==> src/rtl/serial_sub_pkg.sv <==
// Shared types and constants for the nibble-serial subtractor.
package serial_sub_pkg;

  localparam int unsigned n = 4;

  typedef enum logic [1:0] {
    IDLE = 2'd0,
    BUSY = 2'd1,
    DONE = 2'd2
  } state_e;

endpackage

==> src/rtl/serial_sub_sub_bloque.sv <==
// 4-bit combinational subtractor slice: {bout, d} = a - b - bin.
module sub_bloque
  import serial_sub_pkg::*;
(
  input  logic [n-1:0] a,
  input  logic [n-1:0] b,
  input  logic         bin,
  output logic [n-1:0] d,
  output logic         bout
);

  logic [n:0] diff;

  // The extra top bit goes to 1 exactly when the result is negative.
  assign diff = {1'b0, a} - {1'b0, b} - {{n{1'b0}}, bin};
  assign d    = diff[n-1:0];
  assign bout = diff[n];

endmodule

==> src/rtl/serial_sub.sv <==
// Serial subtractor: computes A - B - Bin one nibble per cycle through a single shared slice,
// with valid/ready handshakes on both sides and registered Bout/V/Z flags.
module serial_sub
  import serial_sub_pkg::*;
#(
  parameter int unsigned m = 32
) (
  input  logic         clk,
  input  logic         rst_n,
  input  logic         in_valid,
  output logic         in_ready,
  input  logic [m-1:0] A,
  input  logic [m-1:0] B,
  input  logic         Bin,
  output logic         out_valid,
  input  logic         out_ready,
  output logic [m-1:0] D,
  output logic         Bout,
  output logic         V,
  output logic         Z
);

  localparam int unsigned NumNib = m / n;
  localparam int unsigned CntW   = $clog2(NumNib);

  state_e                   state_q, state_d;
  logic [NumNib-1:0][n-1:0] a_q, a_d, b_q, b_d, d_q, d_d;
  logic [CntW-1:0]          cnt_q, cnt_d;
  logic                     borrow_q, borrow_d;
  logic                     bout_q, bout_d;
  logic                     v_q, v_d;
  logic                     z_q, z_d;

  logic [n-1:0] nib_d;
  logic         nib_bout;
  logic         last_nib;

  sub_bloque u_sub (
    .a    (a_q[cnt_q]),
    .b    (b_q[cnt_q]),
    .bin  (borrow_q),
    .d    (nib_d),
    .bout (nib_bout)
  );

  assign last_nib = (cnt_q == CntW'(NumNib - 1));

  always_comb begin
    state_d  = state_q;
    a_d      = a_q;
    b_d      = b_q;
    d_d      = d_q;
    cnt_d    = cnt_q;
    borrow_d = borrow_q;
    bout_d   = bout_q;
    v_d      = v_q;
    z_d      = z_q;
    unique case (state_q)
      IDLE: begin
        if (in_valid) begin
          a_d      = A;
          b_d      = B;
          borrow_d = Bin;
          cnt_d    = '0;
          state_d  = BUSY;
        end
      end
      BUSY: begin
        d_d[cnt_q] = nib_d;
        borrow_d   = nib_bout;
        if (last_nib) begin
          // Flags are taken from the completed difference, including the nibble written now.
          bout_d  = nib_bout;
          v_d     = (a_q[NumNib-1][n-1] ^ b_q[NumNib-1][n-1]) &
                    (a_q[NumNib-1][n-1] ^ nib_d[n-1]);
          z_d     = (d_d == '0);
          state_d = DONE;
        end else begin
          cnt_d = cnt_q + 1'b1;
        end
      end
      DONE: begin
        if (out_ready) begin
          state_d = IDLE;
        end
      end
      default: state_d = IDLE;
    endcase
  end

  always_ff @(posedge clk or negedge rst_n) begin
    if (!rst_n) begin
      state_q  <= IDLE;
      a_q      <= '0;
      b_q      <= '0;
      d_q      <= '0;
      cnt_q    <= '0;
      borrow_q <= 1'b0;
      bout_q   <= 1'b0;
      v_q      <= 1'b0;
      z_q      <= 1'b0;
    end else begin
      state_q  <= state_d;
      a_q      <= a_d;
      b_q      <= b_d;
      d_q      <= d_d;
      cnt_q    <= cnt_d;
      borrow_q <= borrow_d;
      bout_q   <= bout_d;
      v_q      <= v_d;
      z_q      <= z_d;
    end
  end

  assign in_ready  = (state_q == IDLE);
  assign out_valid = (state_q == DONE);
  assign D         = d_q;
  assign Bout      = bout_q;
  assign V         = v_q;
  assign Z         = z_q;

endmodule

==> config.mk <==
export PLATFORM = sky130hd
export DESIGN_NAME = serial_sub
export DESIGN_NICKNAME = d
export VERILOG_FILES = /design/src/rtl/serial_sub_pkg.sv /design/src/rtl/serial_sub_sub_bloque.sv /design/src/rtl/serial_sub.sv
export SDC_FILE = /design/constraint.sdc
export NUM_CORES = 1
export LEC_CHECK = 0
export BUFFER_PORTS_ARGS = -buffer_cell sky130_fd_sc_hd__buf_2
export CAP_MARGIN = 0
export CORE_MARGIN = 3
export CORE_UTILIZATION = 45
export DETAILED_ROUTE_END_ITERATION = 6
export GPL_TIMING_DRIVEN = 0
export MAX_ROUTING_LAYER = met4
export PLACE_DENSITY = 0.68
export SLEW_MARGIN = 5
export SYNTH_ARGS = -nofsm -noshare
export SYNTH_HDL_FRONTEND = slang
export SYNTH_SLANG_ARGS = --single-unit
==> constraint.sdc <==
create_clock -name clk -period 3.9 [get_ports clk]
set_input_delay 0.39 -clock clk [delete_from_list [all_inputs] [get_ports clk]]
set_output_delay 0.39 -clock clk [all_outputs]
set_load 0.05 [all_outputs]
==> results.md <==
* Largest net degree at the start of global routing at 59
* Clock tree from TritonCTS: yes
* Worst slew margin at 57.11%
* Share of the yosys chip area belonging to registers at 50.85%
* Final Wtd Congestion at 0.9235
* Antenna Nets Post-Route at 0
* Kind of end point of the critical path: flop
* Routed WL at 13670 µm
* Category of the most critical setup path: flop to flop
* Row Count at 38
* Ordered list of cells on the worst path: buf_2, buf_6, mux4_2, mux2i_2, fa_1, inv_1, ha_1, inv_1, o31ai_4, xor2_4, or3b_1, a41oi_2
* Post CTS Setup Buffer Count at 0
* Root Buffer: sky130_fd_sc_hd__clkbuf_16
* Post-synthesis simple-gate area fraction at 10.10%
* Worst path arrival time at 3.94 ns
* Critical path's most frequent cell: sky130_fd_sc_hd__inv_1
* Maximum fanout count along the critical path at 10
* Transition time at the pin with the least slew margin at 0.6433 ns
* Global routing met3 resource utilization at 4.492%
* Time the final worst path needs with I/O delays and setup at 3.663 ns
* Cell area after synthesis at 5167 µm²
* Area overhead of the layout relative to synthesis at 20.63%
* Die span in x at 113.2 µm
* Largest family of logic cells by synthesized area: multiplexers
* Share of post-route cells with drive strength above 1 at 40.67%
* Met1 global-route usage at 29.89%
* Via count of the first global-routing pass at 4142
* Biggest cell delay along the critical path at 0.54 ns
* Cells after DPL at 693
* Standard cell with the maximum stage delay on the critical path: sky130_fd_sc_hd__mux4_2
* GR Overflow Total at 0
* Global-route wire length before repair at 21800 µm
* Number of hold-repair buffers added at the cts stage at 0
* Cells taking the most area after synthesis: sky130_fd_sc_hd__dfrtp_1 51%, sky130_fd_sc_hd__mux2_2 16%, sky130_fd_sc_hd__o21ai_0 3.4%
* FF+latch count, synth at 105
* NumNets Final at 640
* Library cells used by synthesis at 60
* Synth Area per Inst at 11.56 µm²
* Number of remaining DRC errors at 0
* Setup Total Neg Slack at 0 ns
* Clock edge transition at the registers on the reported setup and hold paths at 0.07 ns
* Max-Cap Viols at 0
* Maximum level of the CTS H-tree at 3
* Register Area at 2629 µm²
* Number of vias after detailed routing at 3994
* Final hold viol count at 0
* Insertion delay of the later-clocked pin in the worst-skew pair at 0.36 ns
* Unrepaired setup endpoints after global routing: false
* Number of flops mapped to enable cells by yosys at 0
* Most common flop cell mapped by yosys: sky130_fd_sc_hd__dfrtp_1
* Area of all placed cells without fillers at 6233 µm²
* Portion of netlist area occupied by mux cells at 21.57%
* Gates resized, CTS repair at 11
* Number of setup violations in the final report at 0
* Clock Path Buffers at 2
* Core Area at 11030 µm²
* Post-DP HPWL at 10300 µm
* Yosys warns at 0
* Worst hold-check path type: input port to async pin
* Iteration count of the initial detailed-routing pass at 5
* Total cell area at the placement stage at 5898 µm²
* Top cell type by total area after synthesis: sky130_fd_sc_hd__dfrtp_1
* Die Outline Area at 12810 µm²
* Cell family contributing the most delay on the critical path: multiplexers
* Compound-gate portion of the synthesized area at 11.28%
* Non-filler cells in the finished layout at 708
* Gr usage total at 22.88%
* Vert. Die Dim at 113.2 µm
* CP startpoint kind: flop
* Violation count after the first detailed-route iteration at 260
* Initial antenna violation count at 0
* Post-synthesis xor/xnor area fraction at 0.8232%
* Final worst clock skew at 0.01124 ns
* Met2 Usage GRT at 36.26%
* Required time reported for the critical path endpoint at 4.18 ns
* Portion of synthesized cell area occupied by the leading cell type at 50.85%
* Number of fill cells at 976
* Top achievable clock speed at 273.0 MHz
* Sink Count at 105
* Starting Density at 46.85%
* Crit path buf inv count at 4
* Post-Synthesis Net Count at 524
* Final-report max-slew violation count at 0
* Busiest layer in global routing: met2
* Number of vias per cell at 5.641
* Proportion of synthesized flip-flops having asynchronous set or reset at 100.0%
* Adder-cell area share of the yosys netlist at 2.228%
* Routed wire length per instance at 19.31 µm
* Clock buffers created by TritonCTS at 9
* Status: finished clean
* Number of instances in the synthesized netlist at 447
* Num ports at 106
* Number of port buffers at 105
* Count of inserted antenna diode cells at 0
* Fin crit share at 93.92%
* Footprint of the multi-input gates at 2419 µm²
-- cells by family after synthesis --
group,after synthesis
AOI/OAI and AO/OA,90
xor gates and xnor gates,4
adders and majority gates,8
buffers and inverters,36
DFF,105
muxes,96
and+or+nand+nor,108
-- synthesized netlist by cell type (2+ instances only) --
master	count
sky130_fd_sc_hd__a21oi_1	18
sky130_fd_sc_hd__a221oi_1	5
sky130_fd_sc_hd__a22oi_1	4
sky130_fd_sc_hd__a2bb2oi_1	3
sky130_fd_sc_hd__a31oi_1	4
sky130_fd_sc_hd__buf_1	4
sky130_fd_sc_hd__buf_2	13
sky130_fd_sc_hd__clkbuf_1	7
sky130_fd_sc_hd__dfrtp_1	105
sky130_fd_sc_hd__fa_1	2
sky130_fd_sc_hd__ha_1	6
sky130_fd_sc_hd__inv_1	8
sky130_fd_sc_hd__inv_2	2
sky130_fd_sc_hd__mux2_1	7
sky130_fd_sc_hd__mux2_2	72
sky130_fd_sc_hd__mux2i_1	12
sky130_fd_sc_hd__mux4_2	4
sky130_fd_sc_hd__nand2_1	40
sky130_fd_sc_hd__nand2b_1	5
sky130_fd_sc_hd__nand3_1	11
sky130_fd_sc_hd__nand4_1	2
sky130_fd_sc_hd__nor2_1	22
sky130_fd_sc_hd__nor2_2	2
sky130_fd_sc_hd__nor2b_1	2
sky130_fd_sc_hd__nor3_1	6
sky130_fd_sc_hd__nor4_1	4
sky130_fd_sc_hd__o21ai_0	35
sky130_fd_sc_hd__o22ai_1	3
sky130_fd_sc_hd__o2bb2ai_1	2
sky130_fd_sc_hd__o31ai_1	4
sky130_fd_sc_hd__or3_1	3
sky130_fd_sc_hd__xnor2_1	2
-- sequential cells by signal, summed over array words and instances (netlist names) --
name and count:
D 32, a_q 32, b_q 32, cnt_q 3, state_q 2, Bout 1, V 1, Z 1
borrow_q 1
-- area by class of cell --
cell class | count | share of cell area (%)
Clock buffer | 12 | 3.794
Tap cell | 140 | 2.810
Inverter | 10 | 0.6022
Clock inverter | 4 | 0.4817
Buffer | 25 | 2.429
Timing Repair Buffer | 106 | 8.912
Multi-Input combinational cell | 306 | 38.80
Sequential cell | 105 | 42.17
-- path summary, 6_finish.rpt --
path                                      start                      to  slack, ns  cells past startpoint
min reg2reg                 a_q[15]$_DFFE_PN0P_     a_q[15]$_DFFE_PN0P_       0.50                      1
min                                       rst_n      b_q[9]$_DFFE_PN0P_       0.05                      1
max in group asynchronous                 rst_n      a_q[7]$_DFFE_PN0P_       3.15                      2
max reg2reg                cnt_q[1]$_DFFE_PN0P_           V$_DFFE_PN0P_       0.24                     12
min in group clk                      out_ready  state_q[1]$_DFFE_PN0P_       0.23                      2
max                        cnt_q[1]$_DFFE_PN0P_           V$_DFFE_PN0P_       0.24                     12
-- stage by stage --
stage	util, %	hold WS [ns]	setup WS [ns]
final	56.51	0.04739	0.2371
after global routing	56.51	0.09742	0.001974
after floorplan	-	0.09441	0.3966
after detailed placement	53.47	0.4552	-0.5643
after global placement	53.20	0.4855	-0.5248
after CTS	56.22	0.08112	0.02326
-- metal layers --
layer	up-vias	share of wire, %
met3	19	5.9
met1	1975	44
met5	-	0
met4	0	2.2
li1	1861	-
met2	139	48
-- layout by cell type, fill, tap and decap left out, types with 4 or more instances in the layout --
cell,count
sky130_fd_sc_hd__mux2_1,7
sky130_fd_sc_hd__clkbuf_16,9
sky130_fd_sc_hd__inv_1,8
sky130_fd_sc_hd__buf_6,4
sky130_fd_sc_hd__dfrtp_1,104
sky130_fd_sc_hd__o31ai_1,4
sky130_fd_sc_hd__a22oi_1,4
sky130_fd_sc_hd__o21ai_0,35
sky130_fd_sc_hd__a21oi_1,18
sky130_fd_sc_hd__nand2_1,40
sky130_fd_sc_hd__a31oi_1,4
sky130_fd_sc_hd__nor3_1,6
sky130_fd_sc_hd__nand2b_1,5
sky130_fd_sc_hd__nand3_1,11
sky130_fd_sc_hd__buf_2,113
sky130_fd_sc_hd__nor4_1,4
sky130_fd_sc_hd__mux2i_1,11
sky130_fd_sc_hd__ha_1,6
sky130_fd_sc_hd__nor2_1,22
sky130_fd_sc_hd__a221oi_1,5
sky130_fd_sc_hd__clkbuf_1,8
sky130_fd_sc_hd__mux2_2,72
sky130_fd_sc_hd__mux4_2,4
Power is not shown: default switching activity piles up to over one toggle a cycle in this logic, so the estimate is an artifact.
